==> src/rtl/centering_sequencer_pkg.sv <==
// rtl/centering_sequencer_pkg.sv - shared types and constants for the centering sequencer
package cen_pkg;

  // Sequencer phases, walked in this order for every block
  typedef enum logic [2:0] {
    IDLE     = 3'd0,
    ACCUM    = 3'd1,
    DIVIDE   = 3'd2,
    SUBTRACT = 3'd3,
    DONE     = 3'd4
  } cen_state_t;

  // Datapath widths: 16-bit samples, accumulator sized for 32 samples of headroom
  localparam int SAMPLE_W = 16;
  localparam int ACC_W    = 21;

endpackage

==> src/rtl/centering_sequencer_addr_counter.sv <==
// rtl/centering_sequencer_addr_counter.sv - sample-buffer address counter shared by both read phases
module cen_addr_counter #(
  parameter int N_SAMPLES = 32,
  parameter int ADDR_W    = 5
) (
  input  logic              clk,
  input  logic              rst_n,
  input  logic              clr,
  input  logic              inc,
  output logic [ADDR_W-1:0] addr,
  output logic              tc
);

  localparam logic [ADDR_W-1:0] LAST = ADDR_W'(N_SAMPLES - 1);

  assign tc = (addr == LAST);

  // Advance on every read strobe; wrapping at the last sample leaves the
  // counter at 0 ready for the next phase without an explicit clear
  always_ff @(posedge clk or negedge rst_n) begin
    if (!rst_n) begin
      addr <= '0;
    end else if (clr) begin
      addr <= '0;
    end else if (inc) begin
      addr <= tc ? '0 : addr + ADDR_W'(1);
    end
  end

endmodule

==> src/rtl/centering_sequencer.sv <==
// rtl/centering_sequencer.sv - accumulate/divide/subtract sequencer; CENTERING_ABORT_EN adds block cancel
module centering_sequencer
  import cen_pkg::*;
#(
  parameter int N_SAMPLES = 32,
  parameter int ADDR_W    = 5,
  parameter int DIV_LAT   = 1
) (
  input  logic              clk,
  input  logic              rst_n,
  input  logic              go,
`ifdef CENTERING_ABORT_EN
  input  logic              abort,
  output logic              aborted,
`endif
  output logic              rd_en,
  output logic [ADDR_W-1:0] rd_addr,
  output logic              acc_clr,
  output logic              en_sum,
  output logic              en_div,
  output logic              en_sub,
  output logic              busy,
  output logic              done
);

  localparam logic [ADDR_W:0] DIV_LOAD = (ADDR_W+1)'(DIV_LAT - 1);

  cen_state_t      state;
  logic [ADDR_W:0] phase_cnt;
  logic            addr_tc;
  logic            start;
  logic            cancel;
  logic            addr_clr;

  assign start = (state == IDLE) && go;

`ifdef CENTERING_ABORT_EN
  assign cancel = abort && busy;
`else
  assign cancel = 1'b0;
`endif

  assign addr_clr = start || cancel;

  cen_addr_counter #(
    .N_SAMPLES (N_SAMPLES),
    .ADDR_W    (ADDR_W)
  ) u_addr (
    .clk   (clk),
    .rst_n (rst_n),
    .clr   (addr_clr),
    .inc   (rd_en),
    .addr  (rd_addr),
    .tc    (addr_tc)
  );

  // Phase sequencing with registered strobes; each read phase ends one cycle
  // after its last read so the delayed enable covers the final returned sample
  always_ff @(posedge clk or negedge rst_n) begin
    if (!rst_n) begin
      state     <= IDLE;
      phase_cnt <= '0;
      rd_en     <= 1'b0;
      acc_clr   <= 1'b0;
      en_sum    <= 1'b0;
      en_div    <= 1'b0;
      en_sub    <= 1'b0;
      busy      <= 1'b0;
      done      <= 1'b0;
`ifdef CENTERING_ABORT_EN
      aborted   <= 1'b0;
`endif
    end else begin
      acc_clr <= 1'b0;
      done    <= 1'b0;
`ifdef CENTERING_ABORT_EN
      aborted <= 1'b0;
      if (cancel) begin
        state   <= IDLE;
        rd_en   <= 1'b0;
        en_sum  <= 1'b0;
        en_div  <= 1'b0;
        en_sub  <= 1'b0;
        busy    <= 1'b0;
        aborted <= 1'b1;
      end else
`endif
      begin
        case (state)
          IDLE: begin
            if (go) begin
              state   <= ACCUM;
              acc_clr <= 1'b1;
              rd_en   <= 1'b1;
              busy    <= 1'b1;
            end
          end
          ACCUM: begin
            en_sum <= rd_en;
            if (rd_en && addr_tc) begin
              rd_en <= 1'b0;
            end
            if (!rd_en) begin
              state     <= DIVIDE;
              en_div    <= 1'b1;
              phase_cnt <= DIV_LOAD;
            end
          end
          DIVIDE: begin
            if (phase_cnt == '0) begin
              state  <= SUBTRACT;
              en_div <= 1'b0;
              rd_en  <= 1'b1;
            end else begin
              phase_cnt <= phase_cnt - (ADDR_W+1)'(1);
            end
          end
          SUBTRACT: begin
            en_sub <= rd_en;
            if (rd_en && addr_tc) begin
              rd_en <= 1'b0;
            end
            if (!rd_en) begin
              state <= DONE;
              busy  <= 1'b0;
              done  <= 1'b1;
            end
          end
          DONE: begin
            state <= IDLE;
          end
          default: begin
            state <= IDLE;
          end
        endcase
      end
    end
  end

endmodule

==> config.mk <==
export PLATFORM = sky130hd
export DESIGN_NAME = centering_sequencer
export DESIGN_NICKNAME = d
export VERILOG_FILES = /design/src/rtl/centering_sequencer_pkg.sv /design/src/rtl/centering_sequencer_addr_counter.sv /design/src/rtl/centering_sequencer.sv
export SDC_FILE = /design/constraint.sdc
export NUM_CORES = 1
export LEC_CHECK = 0
export ABC_CLOCK_PERIOD_IN_PS = 1400
export BUFFER_PORTS_ARGS = -buffer_cell sky130_fd_sc_hd__buf_2
export CAP_MARGIN = 10
export CORE_MARGIN = 5
export CORE_UTILIZATION = 31
export CTS_CLUSTER_SIZE = 40
export DETAILED_ROUTE_END_ITERATION = 12
export SLEW_MARGIN = 30
export SYNTH_ARGS = -nofsm -noshare
export SYNTH_HDL_FRONTEND = slang
export SYNTH_SLANG_ARGS = --single-unit
==> constraint.sdc <==
create_clock -name clk -period 1.4 [get_ports clk]
set_input_delay 0.21 -clock clk [delete_from_list [all_inputs] [get_ports clk]]
set_output_delay 0.21 -clock clk [all_outputs]
set_load 0.03 [all_outputs]
### After elaboration in Yosys (flattened, before gate mapping)

Cells that the tools add are included.

| storage, ports and cells | value |
|---|---|
| register bits after elaboration | 21 |

| operators by class | value |
|---|---|
| $add $sub $neg | 2 |
| multiplexer cells | 24 |
| equality and inequality tests | 10 |
| reduce and logical (&&, ||, !) cells | 14 |

Operators with widths:

| kind | count |
|---|---|
| 5-bit two-way mux | 3 |
| 3-bit two-way mux | 4 |
| 6-bit two-way mux | 2 |
| 3-bit case mux with 4 select lines | 1 |
| 6-bit case mux with 2 select lines | 1 |
| 1-bit two-way mux | 10 |
| 2-bit != test, second input constant | 5 |
| 3-bit AND reduction | 3 |
| 4-bit AND reduction | 2 |
| 3-bit by 2-bit == test with 1-bit output, second input constant | 2 |
| 6-bit logical NOT | 1 |
| 2-bit nonzero test | 3 |
| 6-bit by 1-bit subtractor with 6-bit output, second input constant | 1 |
| 5-bit by 1-bit adder with 5-bit output, second input constant | 1 |
| 5-bit == test, second input constant | 1 |
| 1-bit case mux with 2 select lines | 2 |
| 3-bit by 1-bit == test with 1-bit output, second input constant | 1 |
| 3-bit logical NOT | 1 |
| 1-bit case mux with 3 select lines | 1 |
| 3-bit nonzero test | 1 |
| 1-bit logical AND | 2 |
| 2-bit by 1-bit != test with 1-bit output, second input constant | 1 |
| 2-bit OR reduction | 1 |

### Depth between registers and ports, before layout

Gate-level depths: netlist (run 1).

| depth | value |
|---|---|
| depth in word-level cells | 4 |
| gate-level depth with buffers | 7 |
| mapped depth without buffers | 7 |

### Cells and area by module

Synthesis (run 1) repeated with hierarchy kept, for this count alone.

| second synthesis, totals | value |
|---|---|
| cells, all modules | 93 |
| area total of the unflattened synthesis | 1,058.5 um^2 |

By module, submodules not included:

| module | area each (um^2) | cells each | seq. area each (um^2) | times used |
|---|---|---|---|---|
| centering_sequencer | 764.5 | 67 | 400.4 | 1 |
| cen_addr_counter | 294.0 | 26 | 125.1 | 1 |

### Worst setup path before layout (run 1)

OpenSTA, ideal clock, no wires.

| path | value |
|---|---|
| kind | register to register |
| from | register u_addr.addr[0] |
| to | register u_addr.addr[0] |
| arrival time | 1.609 ns |
| path slack | -0.281 ns |
| library setup time | 0.072 ns |
| cell stages (with the launch flop) | 7 |
| cells stage by stage | dfrtp_1 -> ha_1 -> and3_1 -> ha_1 -> nand2b_1 -> mux2_2 -> nor2_1 |

| on the way | value |
|---|---|
| longest elaborated chain between the ends | 4 |
| elaborated cells on any way between the ends | 5 |

RTL lines:

| item | line | RTL |
|---|---|---|
| from (decl) | centering_sequencer_addr_counter.sv:10 | `output logic [ADDR_W-1:0] addr,` |
| from (signal assigned) | centering_sequencer_addr_counter.sv:26 | `addr <= tc ? '0 : addr + ADDR_W'(1);` |
| 5-bit by 1-bit adder with 5-bit output / 5-bit == test (equally long branches) | centering_sequencer_addr_counter.sv:26, centering_sequencer_addr_counter.sv:16 |  |
| 5-bit two-way mux * | centering_sequencer_addr_counter.sv:26 |  |
| 5-bit two-way mux * | centering_sequencer_addr_counter.sv:25 | `end else if (inc) begin` |
| 5-bit two-way mux * | centering_sequencer_addr_counter.sv:23 | `end else if (clr) begin` |

Mark *: on every way between the ends. The rest lies on a longest branch, timed or not. The select of a mux whose other input is x is not followed.
A chain may end at the register's enable or synchronous reset.

### Worst setup path after layout (run 1)

| path | value |
|---|---|
| from | register phase_cnt[4] |
| to | register en_div |

| on the way | value |
|---|---|
| longest elaborated chain between the ends | 3 |

RTL lines:

| item | line | RTL |
|---|---|---|
| from (decl) | centering_sequencer.sv:29 | `logic [ADDR_W:0] phase_cnt;` |
| from (signal assigned) | centering_sequencer.sv:115 | `phase_cnt <= phase_cnt - (ADDR_W+1)'(1);` |
| 6-bit logical NOT | centering_sequencer.sv:110 | `if (phase_cnt == '0) begin` |
| 2-bit != test (no line) | - |  |
| 3-bit AND reduction (no line) | - |  |
| to (signal assigned) | centering_sequencer.sv:66 | `en_div <= 1'b0;` |
| to (signal assigned) | centering_sequencer.sv:105 | `en_div <= 1'b1;` |
| to (signal assigned) | centering_sequencer.sv:112 | `en_div <= 1'b0;` |
| to (decl) | centering_sequencer.sv:20 | `output logic en_div,` |

Every way passes these cells.

==> results.json, run 1 <==
{
  "synth_seq_cells": 21,
  "netlist_instances": 102,
  "setup_viol": 11,
  "critPathTopFamily": "simple AND/OR/NAND/NOR gates",
  "initial_core_util_pct": 32.1,
  "fillCellCount": 318,
  "clk_latency_ps": 310,
  "final_nets": 148,
  "root_buffer": "clkbuf_4",
  "place_hpwl_mm": 1.67,
  "rows": 21,
  "drt_iter0_markers": 56,
  "synth_edf_count": 0,
  "syn_area_sq_mm": 0.00107,
  "cts_buffer_depth": 2,
  "drtPass1Iterations": 3,
  "whs_path_depth": 5,
  "gp_congestion": 0.810,
  "grt_pass1_vias": 891,
  "postRouteAntennaNets": 0,
  "ys_types": 30,
  "fp.dieW_microns": 68.8,
  "grt_overflow_total": 0,
  "rsz0062_at_grt": "true",
  "diodes": 0,
  "worstSetupEndpointType": "register",
  "cap_violations": 0,
  "drc": 0,
  "dpl.cell_count": 177,
  "cts.clk_slew.worst_paths_ps": 130,
  "fin_skew_ps": 11.4,
  "antenna_found_initial": 0,
  "rr_worst_depth": 4,
  "powerDensity_mw_per_mm2": 2560,
  "yosysSeqAreaShare_pct": 49.0,
  "ys.flop_type": "dfrtp_1",
  "async_flop_share_pct": 100,
  "finalMaxSlewViolations": 0,
  "syn_nets": 109,
  "post_drt_wl_per_cell_microns": 12.5,
  "critical_path_cell_count": 4,
  "post_drt_via_cell_ratio": 4.73,
  "vias": 879,
  "grt_max_degree": 22,
  "worstSetupPathType": "reg2reg",
  "yosysWarnings": 0,
  "synthTopCellsByCount": "dfrtp_1, nor2_1, mux2i_1, nand2_1, nand2b_1",
  "utilization_pct": 46.5,
  "layout-area-overhead-vs-synth_pct": 44.7,
  "r2r_setup_slack_ps": -180,
  "placed_area_sq_mm": 0.00138,
  "vdd_ir_drop_max_mv": 0.672,
  "yosysTopAreaCell": "dfrtp_1",
  "synth.area.top_cells": "dfrtp_1, mux2i_1, ha_1",
  "hold_violations": 0,
  "critical_path_required_ps": 1600,
  "cp_max_fo": 4,
  "slew_headroom_pct": 68.5,
  "fmax_ghz": 0.635,
  "min_path_type": "in2reg",
  "die-area_sq_mm": 0.00473,
  "critPathMaxStageDelay_ps": 420,
  "cp_cell_sequence": "or3_4, or3_1, o31ai_1, o21ai_0",
  "cp-start-kind": "register",
  "tightestPinTransition_ps": 473,
  "avgSynthCellArea_sq_um": 10.5,
  "slowest_stage": "or3_4",
  "crit_buf_inv": 0,
  "setup_ws_ps": -175,
  "min_period_ps": 1580,
  "postRouteWirelength_mm": 2.32,
  "status": "finished with violations",
  "synth_top_area_share_pct": 49.0,
  "violations": "negative setup slack",
  "grt_pass1_wl_mm": 3.93,
  "track_usage_pct": 11.1,
  "num_io_pins": 15,
  "core_sq_mm": 0.00334,
  "crit_arrival_ps": 1780,
  "io_buffers": 14,
  "final_cells": 186,
  "cts_tree": "done",
  "die_h_microns": 68.8,
  "fin_setup_tns_ps": -1200,
  "cts.sinks": 21,
  "drive_gt1_share_pct": 48.6,
  "period_share_pct": 113,
  "htreeDepth": 1,
  "synth_most_common_cell": "dfrtp_1",
  "leakage_nw": 0.685,
  "finalInstanceArea_sq_mm": 0.00155,
  "cts_buffers": 3
}
[worst reg2reg max path, delay by kind of cell (launching register included)]
kind,cells,cell delay (ps)
AOI/OAI and AO/OA,2,300
and+or+nand+nor,2,790
DFF,1,400
[registers in the layout, indices dropped and copies added, names as in the netlist]
register and cells:
acc_clr 1, state 3, rd_en 1, en_sum 1, u_addr.addr 5, done 1
phase_cnt 6, en_div 1, busy 1, en_sub 1
[per-layer routing]
metal	vias up	global-route usage (%)	wire length, microns
met4	0	5.11	28
met2	12	18.5	1150
met5	-	0	0
li1	433	-	-
met3	2	1.62	77
met1	432	14.1	1070
[logic make-up after synthesis]
kind of cell    synth area share (%)
simple gates                    20.0
buf+inv                         3.38
mux                             9.68
compound gates                  12.5
fa+ha+maj                       4.67
xor+xnor                       0.817
flops                           49.0
[timing repair]
action	4_1_cts	5_1_grt
hold buffers	1	0
pin swaps	11	5
buffers inserted	2	2
endpoints found under the hold margin	21	0
setup endpoints to repair	12	12
gates resized for setup	11	10
[path summary, 6_finish.rpt]
check                                    end          from
worst max-delay path                  en_div  phase_cnt[4]
worst min-delay path                state[0]            go
worst max register to register        en_div  phase_cnt[4]
worst min register to register          busy          busy
max in group asynchronous              rd_en         rst_n
min in group asynchronous       phase_cnt[0]         rst_n
[cells in the final DEF (no fill, tap or decap), types with 2 or more instances in the layout]
cell / Yosys / routed
inv_1: 5 / 2
buf_6: 0 / 2
a21oi_1: 4 / 2
nor2_1: 13 / 12
inv_2: 0 / 2
buf_4: 0 / 21
clkbuf_4: 0 / 3
nand2_1: 7 / 7
nand2b_1: 7 / 6
buf_2: 2 / 14
a2111oi_4: 0 / 3
ha_4: 0 / 3
nor3_1: 2 / 2
mux2_2: 3 / 3
dfrtp_1: 21 / 18
and2_1: 2 / 2
dfrtp_2: 0 / 3
or3_1: 2 / 2
mux2i_1: 7 / 7
nand2b_4: 0 / 2
[area by class of cell]
cell class	instances	area, sq um	area share (%)
tap	46	57.6	3.71
multi-input combinational	72	653	42.1
clock buffer	3	22.5	1.45
sequential	21	529	34.1
clock inverter	1	7.51	0.484
timing repair buffer	38	260	16.8
inverter	5	21.3	1.37
[metrics by stage]
stage / power [mW] / hold slack, ps / setup WS, ps
after global placement: 3.23 / 193 / -171
after floorplan: 2.55 / -85.6 / -117
final: 3.98 / 361 / -175
after CTS: 3.82 / 348 / -188
after detailed placement: 3.30 / 200 / -181
after global routing: 4.30 / 378 / -224
[report_power, final]
part           total, mW  internal, mW  switching (mW)
logic               2.55          1.16            1.38
clock network      0.305         0.109           0.196
registers           1.12         0.893           0.228
(Power assumes the default switching activity.)
==> run 2, diff against run 1 <==
Settings changed: CORE_UTILIZATION 31 to 49, PLACE_DENSITY set to 0.73.
==> results.json, run 2 (synthesized netlist as in run 1, its figures left out) <==
{
  "status": "finished with violations",
  "violations": "negative setup slack",
  "rows": 17,
  "final_nets": 152,
  "place_hpwl_mm": 1.65,
  "cap_violations": 0,
  "worstSetupEndpointType": "register",
  "r2r_setup_slack_ps": -200,
  "drtPass1Iterations": 4,
  "rsz0062_at_grt": "true",
  "core_sq_mm": 0.00215,
  "antenna_found_initial": 0,
  "layout_common_cells": "buf_4, dfrtp_1, buf_2",
  "vias": 908,
  "postRouteWirelength_mm": 2.49,
  "drive_gt1_share_pct": 51.4,
  "drc": 0,
  "grt_pass1_vias": 945,
  "fin_skew_ps": 6.51,
  "htreeDepth": 1,
  "grt_overflow_total": 0,
  "die-area_sq_mm": 0.00322,
  "io_buffers": 14,
  "num_io_pins": 15,
  "finalMaxSlewViolations": 0,
  "fmax_ghz": 0.624,
  "drt_iter0_markers": 16,
  "cts_tree": "done",
  "cts_buffer_depth": 2,
  "min_period_ps": 1600,
  "power.switching_mw": 1.87,
  "largest_reg_flops": 6,
  "multi_input_area_sq_um": 652,
  "combPwrFrac_pct": 65.4,
  "layout-area-overhead-vs-synth_pct": 46.3,
  "reg.largest.list": "phase_cnt x6, u_addr.addr x5, state x3",
  "hold_violations": 0,
  "slew_headroom_pct": 68.8,
  "cts_buffers": 3,
  "power_frac_seq_pct": 27.5,
  "final_cells": 172,
  "fp.dieW_microns": 56.8,
  "post_drt_via_cell_ratio": 5.28,
  "diodes": 0,
  "critical_path_required_ps": 1600,
  "regMostFlops": "phase_cnt",
  "postRouteAntennaNets": 0,
  "grt_pass1_wl_mm": 4.28,
  "cts.clk_slew.worst_paths_ps": 120,
  "swShare_pct": 44.7,
  "cts.sinks": 21,
  "gp_congestion": 0.814,
  "power.total_mw": 4.17,
  "clockPowerShare_pct": 7.1,
  "hold_slack_ps": 373,
  "seq_area_sq_um": 531,
  "grt_max_degree": 22,
  "final_common_cell": "buf_4",
  "vdd_ir_drop_max_mv": 1.65,
  "leakage_nw": 0.710,
  "cp-start-kind": "register",
  "tightestPinTransition_ps": 468,
  "die_h_microns": 56.8,
  "min_path_type": "in2async",
  "root_buffer": "clkbuf_4",
  "track_usage_pct": 16.9,
  "post_drt_wl_per_cell_microns": 14.5,
  "dpl.cell_count": 158,
  "cp_max_fo": 4,
  "fillCellCount": 138,
  "period_share_pct": 115,
  "clk_latency_ps": 300,
  "crit_arrival_ps": 1800,
  "initial_core_util_pct": 49.9,
  "setup_ws_ps": -203,
  "worstSetupPathType": "reg2reg",
  "intPower_mw": 2.31,
  "powerDensity_mw_per_mm2": 2660,
  "setup_viol": 11
}
==> run 2: what timing repair did <==
item / in CTS / in global routing
gates resized for setup: 15 / 10
pin swaps: 8 / 7
hold buffers: 1 / 0
setup endpoints to repair: 12 / 16
gates cloned: 0 / 0
endpoints found under the hold margin: 21 / 0
buffers inserted: 5 / 5
==> run 2: worst paths after layout <==
| kind | start | endpoint | cells after the start |
|---|---|---|---|
| worst max-delay path | phase_cnt[2] | en_div | 4 |
| worst min-delay path | rst_n | done | 2 |
| worst max register to register | phase_cnt[2] | en_div | 4 |
| worst min register to register | en_sum | en_sum | 1 |
| max in group asynchronous | rst_n | rd_en | 2 |
| min in group clk | go | acc_clr | 4 |
==> run 2: metal layers <==
layer,vias up,wire [microns],share of wire (%),track usage [%]
met5,-,0,0,0
met4,0,11,0.44,5.63
met3,2,98,3.9,5.29
met2,16,1360,55,29.7
met1,452,1020,41,19.3
li1,438,-,-,-
==> run 2: critical path, cell delays in order (launching register included) <==
cell	delay [ps]
dfrtp_1	400
or3_4	420
or3_4	420
o31ai_2	180
o21ai_1	90
==> run 2: area by class of cell <==
cell class,instances,area share (%)
clock buffers,4,1.67
inverters,5,1.36
multi-input cells,72,41.5
flip-flops and latches,21,33.8
well taps,28,2.23
repair buffers,42,19.4
==> run 2: stage by stage <==
stage / setup slack (ps) / area, sq um / setup TNS, ps / utilization, %
after global routing: -264 / 1570 / -2520 / 73.0
after CTS: -205 / 1510 / -1700 / 70.1
after global placement: -177 / 1350 / -1310 / 62.8
final: -203 / 1570 / -1670 / 73.0
after floorplan: -117 / 1130 / -963 / -
after detailed placement: -233 / 1350 / -1790 / 62.8
==> run 2: power groups by stage <==
stage	Clock (mW)	Combinational, mW	Sequential [mW]
floorplan	0	1.13	1.43
global placement	0	2.06	1.13
detailed placement	0	2.14	1.14
CTS	0.301	2.50	1.13
global route	0.338	2.93	1.20
finish	0.296	2.73	1.15
==> run 3, diff against run 2 <==
--- a/config.mk
+++ b/config.mk
@@ -14,3 +14,4 @@
 export DETAILED_ROUTE_END_ITERATION = 12
-export PLACE_DENSITY = 0.73
+export PLACE_DENSITY_LB_ADDON = 0.2
+export REMOVE_ABC_BUFFERS = 1
 export SLEW_MARGIN = 30
==> constraint.sdc (replaced) <==
create_clock -name clk -period 1.4 [get_ports clk]
set_input_delay 0.28 -clock clk [delete_from_list [all_inputs] [get_ports clk]]
set_output_delay 0.28 -clock clk [all_outputs]
set_load 0.03 [all_outputs]
==> results.json, run 3 (synthesized netlist as in run 1, its figures left out) <==
{
  "reg.largest.list": "phase_cnt x6, u_addr.addr x5, state x3",
  "diodes": 0,
  "cts_tree": "done",
  "rr_worst_depth": 4,
  "min_from": "go",
  "layout-area-overhead-vs-synth_pct": 38.4,
  "drc": 0,
  "root_buffer": "clkbuf_4",
  "core_sq_mm": 0.00215,
  "htreeDepth": 1,
  "min_path_type": "in2reg",
  "postRouteWirelength_mm": 2.29,
  "io_buffers": 14,
  "leakage_nw": 0.702,
  "cts.clk_slew.worst_paths_ps": 120,
  "whs_path_depth": 4,
  "cts_buffer_depth": 2,
  "crit_buf_inv": 0,
  "power.total_mw": 3.82,
  "grt-busiest-layer": "met2",
  "worstSetupPathType": "reg2reg",
  "vdd_ir_drop_max_mv": 1.29,
  "fin_skew_ps": 7.01,
  "drtPass1Iterations": 4,
  "fmax_ghz": 0.637,
  "hold_slack_ps": 403,
  "drive_gt1_share_pct": 47.6,
  "fp.dieW_microns": 56.8,
  "hold_violations": 0,
  "cts_buffers": 3,
  "die_h_microns": 56.8,
  "largest_reg_flops": 6,
  "postRouteAntennaNets": 0,
  "powerDensity_mw_per_mm2": 2580,
  "period_share_pct": 112,
  "violations": "negative setup slack",
  "post_drt_wl_per_cell_microns": 13.4,
  "status": "finished with violations",
  "fin_setup_tns_ps": -1450,
  "cp-start-kind": "register",
  "final_cells": 171,
  "post_drt_via_cell_ratio": 5.09,
  "grt_pass1_wl_mm": 3.75,
  "cp_cell_sequence": "or3_4, o311ai_4, a21oi_1, mux2i_1",
  "tightestPinTransition_ps": 466,
  "rsz0062_at_grt": "true",
  "antenna_found_initial": 0,
  "layout_common_cells": "buf_4, dfrtp_1, buf_2",
  "slew_headroom_pct": 68.9,
  "grt_pass1_vias": 855,
  "drt_iter0_markers": 28,
  "die-area_sq_mm": 0.00322,
  "regMostFlops": "phase_cnt",
  "utilization_pct": 69.1,
  "initial_core_util_pct": 49.9,
  "place_hpwl_mm": 1.54,
  "grt_overflow_total": 0,
  "critPathMaxStageDelay_ps": 420,
  "hold_end": "acc_clr",
  "met2_usage_pct": 25.1,
  "placed_area_sq_mm": 0.00131,
  "slowest_stage": "or3_4",
  "critical_path_required_ps": 1600,
  "rows": 17,
  "fillCellCount": 157,
  "cts.sinks": 21,
  "setup_viol": 12,
  "crit_arrival_ps": 1770,
  "min_period_ps": 1570,
  "dp_slack_ps": -237,
  "dpl.cell_count": 160,
  "clk_latency_ps": 300,
  "use_met1_pct": 18.5,
  "finalInstanceArea_sq_mm": 0.00148,
  "track_usage_pct": 14.6,
  "critPathTopFamily": "compound AO/OA/AOI/OAI gates",
  "finalMaxSlewViolations": 0,
  "cap_violations": 0,
  "r2r-end": "phase_cnt[2]",
  "grtUsageMet3_pct": 2.07,
  "grt_max_degree": 22,
  "worstSetupEndpointType": "register",
  "num_io_pins": 15,
  "final_common_cell": "buf_4",
  "vias": 871,
  "setup_ws_ps": -169,
  "r2r_start": "phase_cnt[2]",
  "final_nets": 151,
  "r2r_setup_slack_ps": -170,
  "cp_max_fo": 5,
  "gp_congestion": 0.796
}
run 3: cell types whose count changed in the layout (fill, tap and decap cells not counted), moves of 2 or more:
| cell | before | now |
|---|---|---|
| a21oi_1 | 2 | 4 |
| inv_1 | 2 | 4 |
| ha_2 | 0 | 2 |
| a2111oi_2 | 0 | 3 |
| a2111oi_4 | 3 | 0 |
| dfrtp_2 | 4 | 1 |
| o21ai_0 | 2 | 0 |
| dfrtp_1 | 17 | 20 |
| ha_4 | 3 | 1 |
| a21oi_2 | 2 | 0 |
run 3: how the worst max path moves through the flow:
stage / startpoint / endpoint / slack, ps / cells after the start
after global placement: phase_cnt[0] / phase_cnt[3] / -210 / 6
after CTS: phase_cnt[2] / phase_cnt[3] / -160 / 4
after floorplan: u_addr.addr[0] / u_addr.addr[0] / -300 / 6
after global routing: phase_cnt[2] / phase_cnt[1] / -260 / 4
after detailed placement: phase_cnt[0] / phase_cnt[3] / -240 / 6
final: phase_cnt[2] / phase_cnt[2] / -170 / 4
run 3: power breakdown:
group / total (mW) / internal [mW] / switching [mW]
registers: 1.09 / 0.888 / 0.202
clock network: 0.291 / 0.106 / 0.184
logic: 2.44 / 1.14 / 1.30
run 3: tightest hold or removal path: cells and delay by family:
kind                   cells  cell delay [ps]
buffers and inverters      2              260
AND/OR/NAND/NOR            2              120
run 3: timing repair:
| item | in CTS | in global routing |
|---|---|---|
| endpoints found under the setup margin | 12 | 16 |
| hold buffers | 1 | 0 |
| endpoints found under the hold margin | 21 | 0 |
| gates cloned | 0 | 0 |
| gates resized for setup | 15 | 9 |
| setup buffers | 3 | 3 |
| pin swaps | 7 | 4 |
run 3: cell type report:
type                            instances  area [sq um]  share of cell area [%]
Tap cell                               28          35.0                    2.36
Clock buffer                            3          22.5                    1.52
Timing Repair Buffer                   41           285                    19.2
Clock inverter                          1          5.00                   0.337
Multi-Input combinational cell         72           591                    39.8
Inverter                                5          18.8                    1.26
Sequential cell                        21           527                    35.5
run 3: routing by layer:
layer	up-vias	part of all wire [%]
met5	-	0
met4	0	0.74
met3	2	4.7
met2	18	51
met1	414	44
li1	437	-
